$ cat src/rtl/mem_access_unit.sv
`default_nettype none
// ============================================================================
// Module   : mem_access_unit
// Purpose  : Bridges the multicycle control FSM's level-held memory controls
//            to a req/ack memory bus. Issues one bus transaction per control
//            state and performs byte-lane extraction with sign or zero
//            extension on byte loads. Byte stores are done as read-modify-write.
//            A stall is driven back to the FSM while an access is in flight.
// Ports    : clk, nrst            - clock, async active-low reset
//            state_code           - control-FSM state code (change = new state)
//            IorD/MemRead/MemWrite/BorD/byte_sext - access controls
//            pc_addr/alu_addr     - byte address sources
//            wdata                - store data (byte stores use [7:0])
//            mem_req/mem_we/mem_addr/mem_wdata/mem_ack/mem_rdata - memory bus
//            rdata/rdata_valid    - registered load result and update pulse
//            stall                - access in flight
//            err                  - sticky error (illegal request or timeout)
// Revision : 1.0 - initial release
// ============================================================================
module mem_access_unit #(
  parameter int DATA_W  = 16,
  parameter int ADDR_W  = 16,
  parameter int TIMEOUT = 255
) (
  input  logic              clk,
  input  logic              nrst,
  input  logic [3:0]        state_code,
  input  logic              IorD,
  input  logic              MemRead,
  input  logic              MemWrite,
  input  logic              BorD,
  input  logic              byte_sext,
  input  logic [ADDR_W-1:0] pc_addr,
  input  logic [ADDR_W-1:0] alu_addr,
  input  logic [DATA_W-1:0] wdata,
  output logic              mem_req,
  output logic              mem_we,
  output logic [ADDR_W-2:0] mem_addr,
  output logic [DATA_W-1:0] mem_wdata,
  input  logic              mem_ack,
  input  logic [DATA_W-1:0] mem_rdata,
  output logic [DATA_W-1:0] rdata,
  output logic              rdata_valid,
  output logic              stall,
  output logic              err
);

  // Last counter value before the TIMEOUT-th unacknowledged request cycle.
  localparam logic [7:0] c_TIMEOUT_LAST = 8'(TIMEOUT - 1);

  typedef enum logic [2:0] {
    S_IDLE    = 3'd0,
    S_RD_WAIT = 3'd1,
    S_WR_WAIT = 3'd2,
    S_RMW_RD  = 3'd3,
    S_RMW_WR  = 3'd4
  } state_t;

  state_t            r_state, w_state_nxt;
  logic [3:0]        r_last, w_last_nxt;
  logic [7:0]        r_cnt, w_cnt_nxt;
  logic              r_byte, w_byte_nxt;
  logic              r_sext, w_sext_nxt;
  logic              r_lane, w_lane_nxt;
  logic [7:0]        r_wbyte, w_wbyte_nxt;
  logic              w_req_nxt, w_we_nxt, w_valid_nxt, w_err_nxt;
  logic [ADDR_W-2:0] w_addr_nxt;
  logic [DATA_W-1:0] w_wdata_nxt, w_rdata_nxt;

  logic [ADDR_W-1:0] w_addr_sel;
  logic              w_change, w_illegal, w_go, w_timeout;
  logic [7:0]        w_lane_byte;
  logic [DATA_W-1:0] w_merged;

  assign w_addr_sel  = IorD ? alu_addr : pc_addr;
  assign w_change    = (state_code != r_last);
  assign w_illegal   = (MemRead & MemWrite) | (BorD & w_addr_sel[0]);
  assign w_go        = (r_state == S_IDLE) & w_change & (MemRead | MemWrite) & ~w_illegal;
  assign w_lane_byte = mem_rdata[{r_lane, 3'b000} +: 8];
  assign w_timeout   = (r_cnt == c_TIMEOUT_LAST);

  // Stall covers the launch cycle itself so the control FSM holds its state
  // from the first cycle of the access; gated by reset so it is 0 in reset.
  assign stall = nrst & ((r_state != S_IDLE) | w_go);

  always_comb begin
    w_merged = mem_rdata;
    w_merged[{r_lane, 3'b000} +: 8] = r_wbyte;
  end

  always_comb begin
    w_state_nxt = r_state;
    w_last_nxt  = r_last;
    w_cnt_nxt   = r_cnt;
    w_byte_nxt  = r_byte;
    w_sext_nxt  = r_sext;
    w_lane_nxt  = r_lane;
    w_wbyte_nxt = r_wbyte;
    w_req_nxt   = mem_req;
    w_we_nxt    = mem_we;
    w_addr_nxt  = mem_addr;
    w_wdata_nxt = mem_wdata;
    w_rdata_nxt = rdata;
    w_valid_nxt = 1'b0;
    w_err_nxt   = err;

    // Shared wait/timeout handling for every state with a request on the bus.
    if ((r_state != S_IDLE) && mem_req && !mem_ack) begin
      if (w_timeout) begin
        w_err_nxt   = 1'b1;
        w_req_nxt   = 1'b0;
        w_we_nxt    = 1'b0;
        w_state_nxt = S_IDLE;
      end else begin
        w_cnt_nxt = r_cnt + 8'd1;
      end
    end

    case (r_state)
      S_IDLE: begin
        if (w_change) begin
          w_last_nxt = state_code;
        end
        if (w_change && (MemRead || MemWrite)) begin
          if (w_illegal) begin
            w_err_nxt = 1'b1;
          end else begin
            w_req_nxt   = 1'b1;
            w_cnt_nxt   = 8'd0;
            w_addr_nxt  = w_addr_sel[ADDR_W-1:1];
            w_byte_nxt  = ~BorD;
            w_sext_nxt  = byte_sext;
            w_lane_nxt  = w_addr_sel[0];
            w_wbyte_nxt = wdata[7:0];
            if (MemWrite && BorD) begin
              w_we_nxt    = 1'b1;
              w_wdata_nxt = wdata;
              w_state_nxt = S_WR_WAIT;
            end else if (MemWrite) begin
              w_we_nxt    = 1'b0;
              w_state_nxt = S_RMW_RD;
            end else begin
              w_we_nxt    = 1'b0;
              w_state_nxt = S_RD_WAIT;
            end
          end
        end
      end
      S_RD_WAIT: begin
        if (mem_ack) begin
          w_req_nxt   = 1'b0;
          w_valid_nxt = 1'b1;
          w_state_nxt = S_IDLE;
          w_rdata_nxt = r_byte ? {{(DATA_W-8){r_sext & w_lane_byte[7]}}, w_lane_byte}
                               : mem_rdata;
        end
      end
      S_WR_WAIT: begin
        if (mem_ack) begin
          w_req_nxt   = 1'b0;
          w_we_nxt    = 1'b0;
          w_state_nxt = S_IDLE;
        end
      end
      S_RMW_RD: begin
        // Request drops for one cycle while the merged word is staged.
        if (mem_ack) begin
          w_req_nxt   = 1'b0;
          w_wdata_nxt = w_merged;
          w_state_nxt = S_RMW_WR;
        end
      end
      S_RMW_WR: begin
        if (!mem_req) begin
          w_req_nxt = 1'b1;
          w_we_nxt  = 1'b1;
          w_cnt_nxt = 8'd0;
        end else if (mem_ack) begin
          w_req_nxt   = 1'b0;
          w_we_nxt    = 1'b0;
          w_state_nxt = S_IDLE;
        end
      end
      default: begin
        w_req_nxt   = 1'b0;
        w_we_nxt    = 1'b0;
        w_state_nxt = S_IDLE;
      end
    endcase
  end

  always_ff @(posedge clk or negedge nrst) begin
    if (!nrst) begin
      r_state     <= S_IDLE;
      r_last      <= 4'hF;
      r_cnt       <= 8'd0;
      r_byte      <= 1'b0;
      r_sext      <= 1'b0;
      r_lane      <= 1'b0;
      r_wbyte     <= 8'd0;
      mem_req     <= 1'b0;
      mem_we      <= 1'b0;
      mem_addr    <= '0;
      mem_wdata   <= '0;
      rdata       <= '0;
      rdata_valid <= 1'b0;
      err         <= 1'b0;
    end else begin
      r_state     <= w_state_nxt;
      r_last      <= w_last_nxt;
      r_cnt       <= w_cnt_nxt;
      r_byte      <= w_byte_nxt;
      r_sext      <= w_sext_nxt;
      r_lane      <= w_lane_nxt;
      r_wbyte     <= w_wbyte_nxt;
      mem_req     <= w_req_nxt;
      mem_we      <= w_we_nxt;
      mem_addr    <= w_addr_nxt;
      mem_wdata   <= w_wdata_nxt;
      rdata       <= w_rdata_nxt;
      rdata_valid <= w_valid_nxt;
      err         <= w_err_nxt;
    end
  end

endmodule
`default_nettype wire

$ cat config.mk
export PLATFORM = sky130hd
export DESIGN_NAME = mem_access_unit
export DESIGN_NICKNAME = d
export VERILOG_FILES = /design/src/rtl/mem_access_unit.sv
export SDC_FILE = /design/constraint.sdc
export NUM_CORES = 1
export LEC_CHECK = 0
export CORE_ASPECT_RATIO = 0.8
export CORE_MARGIN = 2
export CORE_UTILIZATION = 68
export DETAILED_ROUTE_END_ITERATION = 16
export DONT_BUFFER_PORTS = 1
export GPL_ROUTABILITY_DRIVEN = 0
export PLACE_DENSITY = 0.89
export SLEW_MARGIN = 20
export SYNTH_ARGS = -nofsm -noshare
export SYNTH_HDL_FRONTEND = slang
export SYNTH_SLANG_ARGS = --single-unit
export TNS_END_PERCENT = 20
$ cat constraint.sdc
create_clock -name clk -period 5.2 [get_ports clk]
set_input_delay 1.3 -clock clk [delete_from_list [all_inputs] [get_ports clk]]
set_output_delay 1.3 -clock clk [all_outputs]
set_load 0.02 [all_outputs]
==> results by group, run 1 <==
Yosys
  • Post-synthesis sequential area ratio: 0.501
  • Yosys reg bits: 77
  • Post-synth design cell area: 3850 um2
  • Yosys cell types: 40
  • Cell count after synthesis: 361
  • Prevailing post-synth register cell: dfrtp_1
  • Avg Cell Area, Syn: 10.7 um2
  • Warnings, synthesis: 0
  • Syn_nets: 439
  • EDFF count, synth: 0
  • Post-synth ARST share: 1.00

Timing
  • Setup TNS: 0 ns
  • Final setup vio count: 0
  • Worst Max-Slew Pin Slew: 0.999 ns
  • RSZ-0062 raised after global routing: no
  • Post-layout minimum cycle time: 3.58 ns
  • Slew HR: 0.334
  • Clk_skew: 0.0105 ns
  • Fmax: 0.280 GHz
  • Period utilization: 0.688
  • Max-slew violations: 0
  • Hold Vio Cnt, Final: 0

Pwr
  • Logic pwr share: 0.261
  • Clk pwr share: 0.196
  • Sw Pwr: 1.01 mW
  • VDD IR max: 0.327 mV
  • Total power: 2.51 mW
  • Leakage power: 1.89 nW
  • Sequential share of power: 0.543
  • Power Density: 615 nW/um2
  • Cell Int Power: 1.50 mW
  • Switch share: 0.402

Setup path
  • CP required: 3.90 ns
  • CP Buf/Inv Count: 0
  • Crit path largest cell delay: 0.37 ns
  • CP cell instances: mux2_4 -> a21oi_4 -> a21oi_2 -> nor2b_1
  • Nature of the critical path startpoint: input port
  • Largest delay share family, worst path: simple AND/OR/NAND/NOR gates
  • Slowest CP cell: nor2b_1
  • Crit Path Max Fanout: 16
  • Kind of end point of the critical path: output pin
  • Worst Setup SP: IorD
  • Worst flop-to-flop path startpoint: r_state[1]
  • CP Data Arrival Time: 2.28 ns
  • CP Class: in -> out

Die
  • Core area: 5470 um2
  • Ports: 128
  • Die Span X: 88.2 um
  • # rows: 24
  • Die Span Y: 71.3 um
  • Initial Util: 0.705
  • Total die area: 6290 um2

Detailed routing
  • Iteration-0 DRC count of the detailed router: 218
  • Final wirelength: 8280 um
  • DRT Pass-1 Iters: 4
  • Antenna Nets Post-Route: 0
  • DRC Markers: 0
  • WL per Instance: 19.0 um
  • Vias: 2665
  • Vias per cell: 6.11

Clock network
  • Largest buffer count on any clock path: 2
  • Clk sinks: 77
  • Clock slew at reported path FFs: 0.07 ns
  • # hold bufs at CTS: 0
  • H-tree levels: 3
  • CTS tree: yes
  • Post_cts resized: 0
  • Skew-Pair Late Insertion Delay: 0.35 ns
  • Setup bufs post-CTS: 0
  • CTS buffer count: 9
  • Clock root buffer: clkbuf_8

Global routing
  • Largest net degree at the start of global routing: 79
  • First-pass GRT wire length: 13300 um
  • GR Overflow Total: 0
  • Initial antenna violation count: 0
  • GRT Util Overall: 0.283
  • Vias in the first global route: 2653

Placed design
  • Hpwl dp: 6060 um
  • Placed Cells: 420
  • PortBufs: 0

Layout
  • Area Overhead vs Synth: 5.84%
  • Post-Layout Cell Count: 436
  • Most frequent cells in the layout: 73 x dfrtp_1, 45 x mux2i_1, 44 x nand2_1
  • Final Net Count: 431
  • Ratio of cells with drive above 1 in the final layout: 0.142
  • Most common cell after layout, fill and taps aside: dfrtp_1
  • # diodes: 0

Status
  • Status: finished clean

Job
  • Max-cap viol count: 0

Worst hold path
  • Hold path start: r_last[3]
  • Hold Crit Class: reg -> reg
## cell usage after synthesis, types with 4 or more instances
cell / number / share of area
dfrtp_1: 73 / 0.47
dfstp_2: 4 / 0.027
o22a_1: 8 / 0.018
mux2_4: 11 / 0.043
clkbuf_1: 13 / 0.013
o21ai_0: 17 / 0.022
nor2_1: 35 / 0.034
xnor2_1: 6 / 0.014
inv_1: 6 / 0.0058
a21oi_1: 27 / 0.035
nand4_1: 6 / 0.0097
mux2_2: 16 / 0.047
mux2i_1: 45 / 0.12
buf_2: 4 / 0.0052
nor2b_1: 11 / 0.018
nand2_1: 44 / 0.043
## power by group through the flow
| stage | Sequential, mW | Combinational, mW | Clock, mW |
|---|---|---|---|
| 6_report | 1.36 | 0.656 | 0.492 |
| 5_1_grt | 1.40 | 0.731 | 0.527 |
| 4_1_cts | 1.36 | 0.658 | 0.499 |
| 3_5_place_dp | 1.37 | 0.659 | 0 |
| 3_3_place_gp | 1.36 | 0.617 | 0 |
| 2_1_floorplan | 1.25 | 0.612 | 0 |
## cell type report
| type | count | area (um2) |
|---|---|---|
| clock buffers | 12 | 145 |
| clock inverters | 4 | 73.8 |
| fillers | 401 | 1390 |
| inverters | 6 | 22.5 |
| multi-input cells | 258 | 1800 |
| flip-flops and latches | 77 | 1930 |
| well taps | 78 | 97.6 |
| repair buffers | 1 | 7.51 |
## sequential cells by signal (all words and copies together) (netlist names)
name	flops
rdata_valid	1
mem_wdata	16
err	1
r_last	4
r_cnt	8
r_lane	1
r_byte	1
mem_addr	15
mem_req	1
r_sext	1
rdata	16
r_wbyte	8
mem_we	1
r_state	3
## metrics by stage
stage               worst slack [ns]  hold slack (ns)   util  instance area [um2]
finish                          1.62            0.466  0.747                 4080
floorplan                       1.59            0.446      -                 3850
global route                    1.58            0.476  0.747                 4080
CTS                             1.63            0.468  0.746                 4080
global placement                1.63            0.453  0.706                 3860
detailed placement              1.63            0.458  0.706                 3860
## final timing paths
kind	endpoint	slack (ns)	depth (start not counted)
max in group asynchronous	r_last[2]	4.35	0
worst max-delay path	stall	1.62	4
min in group asynchronous	mem_addr[6]	0.64	0
worst min-delay path	r_last[3]	0.47	2
worst min register to register	r_last[3]	0.47	2
worst max register to register	r_cnt[5]	2.44	4
## per-layer routing
metal / track usage / wire length (um) / vias up
li1: - / - / 1246
met1: 0.381 / 3410 / 1287
met2: 0.430 / 4010 / 119
met3: 0.113 / 734 / 13
met4: 0.0808 / 125 / 0
met5: 0 / 0 / -
## worst register-to-register path, delay by kind of cell (launching register included)
kind          cells  cell delay, ns
simple gates      4            2.14
flops             1            0.48
## cell families (layout without fill, tap and decap cells)
kind of cell,count (synthesis),after routing,share of synthesized area
DFF,77,77,0.501
buffers and inverters,26,23,0.0347
adders and majority gates,2,2,0.00649
xor gates and xnor gates,8,8,0.0182
AOI/OAI and AO/OA,67,67,0.107
muxes,72,72,0.206
and+or+nand+nor,109,109,0.126
Note: power is estimated with default switching activity, not from simulation.
==> inputs of run 2 (changes only) <==
CORE_UTILIZATION = 57   (was 68)
PLACE_DENSITY = 0.8   (was 0.89)
clock period = 3.2 ns   (was 5.2 ns; I/O delays follow)
==> results by group, run 2 (synthesized netlist as in run 1, its figures left out) <==
Status
  • Status: finished clean

Setup path
  • Slowest CP cell: nor2b_1
  • Worst r2r dst: mem_wdata[2]
  • Kind of end point of the critical path: output pin
  • CP cell instances: mux2_4 -> a21oi_4 -> a21oi_2 -> nor2b_1
  • CP required: 2.40 ns
  • Crit path largest cell delay: 0.38 ns
  • R2r setup slk: 0.70 ns
  • Crit Path Max Fanout: 16
  • Worst flop-to-flop path startpoint: r_state[1]
  • CP Data Arrival Time: 1.79 ns
  • CP Class: in -> out
  • Nature of the critical path startpoint: input port
  • Worst reg2reg path depth: 4

Global routing
  • GR Overflow Total: 0
  • First-pass GRT wire length: 13500 um
  • Largest net degree at the start of global routing: 79
  • Initial antenna violation count: 0
  • GRT Util Overall: 0.240
  • Vias in the first global route: 2608

Layout
  • Ratio of cells with drive above 1 in the final layout: 0.152
  • Most frequent cells in the layout: 73 x dfrtp_1, 45 x mux2i_1, 44 x nand2_1
  • Most common cell after layout, fill and taps aside: dfrtp_1
  • Final Net Count: 434
  • Area Overhead vs Synth: 5.78%
  • Post-Layout Inst Area: 4080 um2
  • Top Registers: mem_wdata (16), rdata (16), mem_addr (15)
  • # diodes: 0

Timing
  • Fmax: 0.387 GHz
  • Clk_skew: 0.00792 ns
  • Max-slew violations: 0
  • Period utilization: 0.808
  • Final setup vio count: 0
  • Worst Max-Slew Pin Slew: 0.964 ns
  • Post-layout minimum cycle time: 2.59 ns
  • Setup TNS: 0 ns
  • Hold Slack: 0.147 ns
  • RSZ-0062 raised after global routing: no
  • Hold Vio Cnt, Final: 0
  • Slew HR: 0.357

Die
  • # rows: 26
  • Die Span Y: 77.6 um
  • Core area: 6470 um2
  • Total die area: 7440 um2
  • Ports: 128
  • Die Span X: 95.9 um
  • Initial Util: 0.595

Detailed routing
  • Vias per cell: 5.89
  • DRT Pass-1 Iters: 4
  • Iteration-0 DRC count of the detailed router: 175
  • Antenna Nets Post-Route: 0
  • Final wirelength: 8500 um
  • DRC Markers: 0
  • WL per Instance: 19.1 um
  • Vias: 2620

Pwr
  • Leakage power: 1.89 nW
  • Power Density: 979 nW/um2
  • VDD IR max: 0.487 mV

Clock network
  • CTS buffer count: 9
  • Clock root buffer: clkbuf_8
  • Post_cts resized: 0
  • Largest buffer count on any clock path: 2
  • Clk sinks: 77
  • # hold bufs at CTS: 0
  • Setup bufs post-CTS: 0
  • Clock slew at reported path FFs: 0.07 ns
  • Skew-Pair Late Insertion Delay: 0.34 ns
  • CTS tree: yes
  • H-tree levels: 3

Placed design
  • PortBufs: 0
  • Hpwl dp: 6140 um
  • Placed Area: 3890 um2

Job
  • Max-cap viol count: 0

Worst hold path
  • Hold Crit Class: in -> async
==> run 2: changes by cell type in the layout (fill, tap and decap cells not counted), sizes merged <==
cell / previous run / this run
clkinv: 2 / 3
buf: 1 / 4
bufinv: 2 / 1
clkinvlp: 0 / 2
clkbuf: 12 / 10
==> run 2: worst max-delay path by stage <==
stage | slack, ns | endpoint | from | cells after the start
2_1_floorplan | 0.59 | stall | IorD | 5
3_3_place_gp | 0.52 | mem_wdata[14] | IorD | 5
3_5_place_dp | 0.49 | mem_wdata[5] | state_code[2] | 5
4_1_cts | 0.61 | stall | IorD | 4
5_1_grt | 0.56 | mem_wdata[2] | r_state[1] | 4
6_report | 0.61 | stall | IorD | 4
==> run 2: worst max-delay path: cells and delay by family <==
family,cells,cell delay (ns)
AOI/OAI and AO/OA,2,0.29
muxes,1,0.32
and+or+nand+nor,1,0.38
==> run 2: stage by stage <==
stage           util  total power [mW]  cells  setup WS [ns]
6_report       0.630              3.99    445          0.614
5_1_grt        0.630              4.24    445          0.560
4_1_cts        0.630              4.02    445          0.615
3_5_place_dp   0.600              3.30    429          0.486
3_3_place_gp   0.600              3.23    429          0.518
2_1_floorplan      -              3.03    361          0.592
==> run 2: layout make-up <==
class	count	area (um2)
clock buffers	10	128
clock inverters	6	63.8
fillers	529	2400
inverters	6	22.5
multi-input cells	258	1800
flip-flops and latches	77	1930
well taps	84	105
repair buffers	4	30.0
==> run 2: per-layer routing <==
metal / GRT usage / up-vias / routed length, um
met5: 0 / - / 0
met4: 0.0857 / 0 / 139
met3: 0.0874 / 13 / 736
met2: 0.350 / 91 / 3960
met1: 0.331 / 1267 / 3660
li1: - / 1249 / -
==> run 2: power by group <==
group	switching (mW)	total, mW	internal, mW
Sequential	0.795	2.21	1.41
Clock	0.346	0.705	0.359
Combinational	0.502	1.08	0.576
Total	1.64	3.99	2.35
==> inputs of run 3 (changes only) <==
CORE_UTILIZATION = 63   (was 57)
PLACE_DENSITY = 0.84   (was 0.8)
clock period = 2.7 ns   (was 3.2 ns; I/O delays follow)
==> results by group, run 3 (synthesized netlist as in run 1, its figures left out) <==
Status
  • Status: finished clean

Detailed routing
  • Vias: 2693
  • Vias per cell: 6.01
  • Final wirelength: 8560 um
  • WL per Instance: 19.1 um
  • DRC Markers: 0
  • DRT Pass-1 Iters: 4
  • Iteration-0 DRC count of the detailed router: 203
  • Antenna Nets Post-Route: 0

Placed design
  • Post-Place Setup Slack: 0.362 ns
  • Hpwl dp: 6070 um
  • PortBufs: 0

Setup path
  • Crit path largest cell delay: 0.53 ns
  • Slowest CP cell: or3_1
  • Worst reg2reg path depth: 5
  • Worst flop-to-flop path startpoint: r_state[1]
  • R2r setup slk: 0.56 ns
  • Largest delay share family, worst path: simple AND/OR/NAND/NOR gates
  • CP Class: reg -> out
  • CP Buf/Inv Count: 0
  • CP Data Arrival Time: 1.72 ns
  • Crit Path Max Fanout: 9
  • CP cell instances: or3_1 -> a21oi_2 -> nor2b_1
  • Nature of the critical path startpoint: register
  • Kind of end point of the critical path: output pin
  • CP required: 2.03 ns
  • Worst r2r dst: mem_wdata[3]

Worst hold path
  • Hold Crit Class: in -> async

Layout
  • Register Area: 1930 um2
  • Most common cell after layout, fill and taps aside: dfrtp_1
  • Ratio of cells with drive above 1 in the final layout: 0.163
  • Final Net Count: 440
  • Most frequent cells in the layout: 73 x dfrtp_1, 45 x mux2i_1, 44 x nand2_1
  • Top Registers: mem_wdata (16), rdata (16), mem_addr (15)
  • # diodes: 0
  • Area Overhead vs Synth: 7.82%
  • Fillers: 436
  • Multi-input gate area: 1800 um2

Clock network
  • Setup bufs post-CTS: 0
  • H-tree levels: 3
  • Largest buffer count on any clock path: 2
  • Skew-Pair Late Insertion Delay: 0.35 ns
  • CTS buffer count: 9
  • CTS tree: yes
  • Clock root buffer: clkbuf_8
  • # hold bufs at CTS: 1
  • Post_cts resized: 0
  • Clk sinks: 77
  • Clock slew at reported path FFs: 0.08 ns

Global routing
  • First-pass GRT wire length: 13000 um
  • GRT Util Overall: 0.253
  • Largest net degree at the start of global routing: 44
  • GR Overflow Total: 0
  • Initial antenna violation count: 0
  • Vias in the first global route: 2597

Timing
  • Setup TNS: 0 ns
  • Slew HR: 0.557
  • Hold Vio Cnt, Final: 0
  • Setup ws final: 0.305 ns
  • Worst Max-Slew Pin Slew: 0.648 ns
  • Fmax: 0.418 GHz
  • Clk_skew: 0.00986 ns
  • Final setup vio count: 0
  • RSZ-0062 raised after global routing: no
  • Post-layout minimum cycle time: 2.39 ns
  • Period utilization: 0.887
  • Max-slew violations: 0

Die
  • Die Span X: 91.5 um
  • # rows: 25
  • Core area: 5910 um2
  • Total die area: 6760 um2
  • Ports: 128
  • Die Span Y: 74.0 um
  • Initial Util: 0.652

Pwr
  • VDD IR max: 0.673 mV
  • Power Density: 1160 nW/um2
  • Leakage power: 1.93 nW

Job
  • Max-cap viol count: 0
[run 3: cell types whose count changed in the layout (fill, tap and decap cells not counted)]
cell,before,now
buf_4,4,7
buf_12,0,2
clkbuf_8,9,10
clkinv_2,2,1
clkinvlp_4,2,1
dlygate4sd3_1,0,1
inv_6,0,1
[run 3: metal layers]
metal,share of wire,global-route usage
met4,0.013,0.0724
met2,0.48,0.391
met1,0.42,0.343
met3,0.082,0.0922
met5,0,0
[run 3: final cells by class]
type | count | share of cell area
clock inverters | 5 | 0.0144
inverters | 6 | 0.00542
multi-input cells | 258 | 0.432
repair buffers | 10 | 0.0247
flip-flops and latches | 77 | 0.465
well taps | 81 | 0.0244
clock buffers | 11 | 0.0340
[run 3: power by group]
group	leakage [nW]	internal, mW	switching, mW
combinational	0.909	0.700	0.666
clock	0.0999	0.456	0.426
sequential	0.923	1.68	0.884
[run 3: worst max path at each step]
stage               endpoint        from  slack [ns]  cells past startpoint
3_3_place_gp   mem_wdata[15]        IorD        0.38                      6
6_report               stall  r_state[1]        0.31                      3
5_1_grt                stall  r_state[1]        0.25                      3
2_1_floorplan  mem_wdata[10]        IorD        0.29                      8
4_1_cts                stall  r_state[1]        0.31                      3
3_5_place_dp   mem_wdata[15]        IorD        0.36                      6
[run 3: worst reg2reg max path, cell delays in order, from the launching register on]
cell and delay (ns):
dfrtp_1 0.48, or3_1 0.53, a21oi_2 0.22, or3_1 0.15, buf_4 0.27, mux2_2 0.37
[run 3: stage by stage]
step                      total power [mW]  instance area, um2  hold WS, ns   util  std cells
after global routing                  5.10                4160        0.132  0.703        448
after detailed placement              3.92                3910        0.381  0.661        429
final                                 4.81                4160        0.141  0.703        448
after floorplan                       3.59                3850        0.379      -        361
after CTS                             4.82                4130      0.00142  0.698        446
after global placement                3.83                3910        0.381  0.661        429
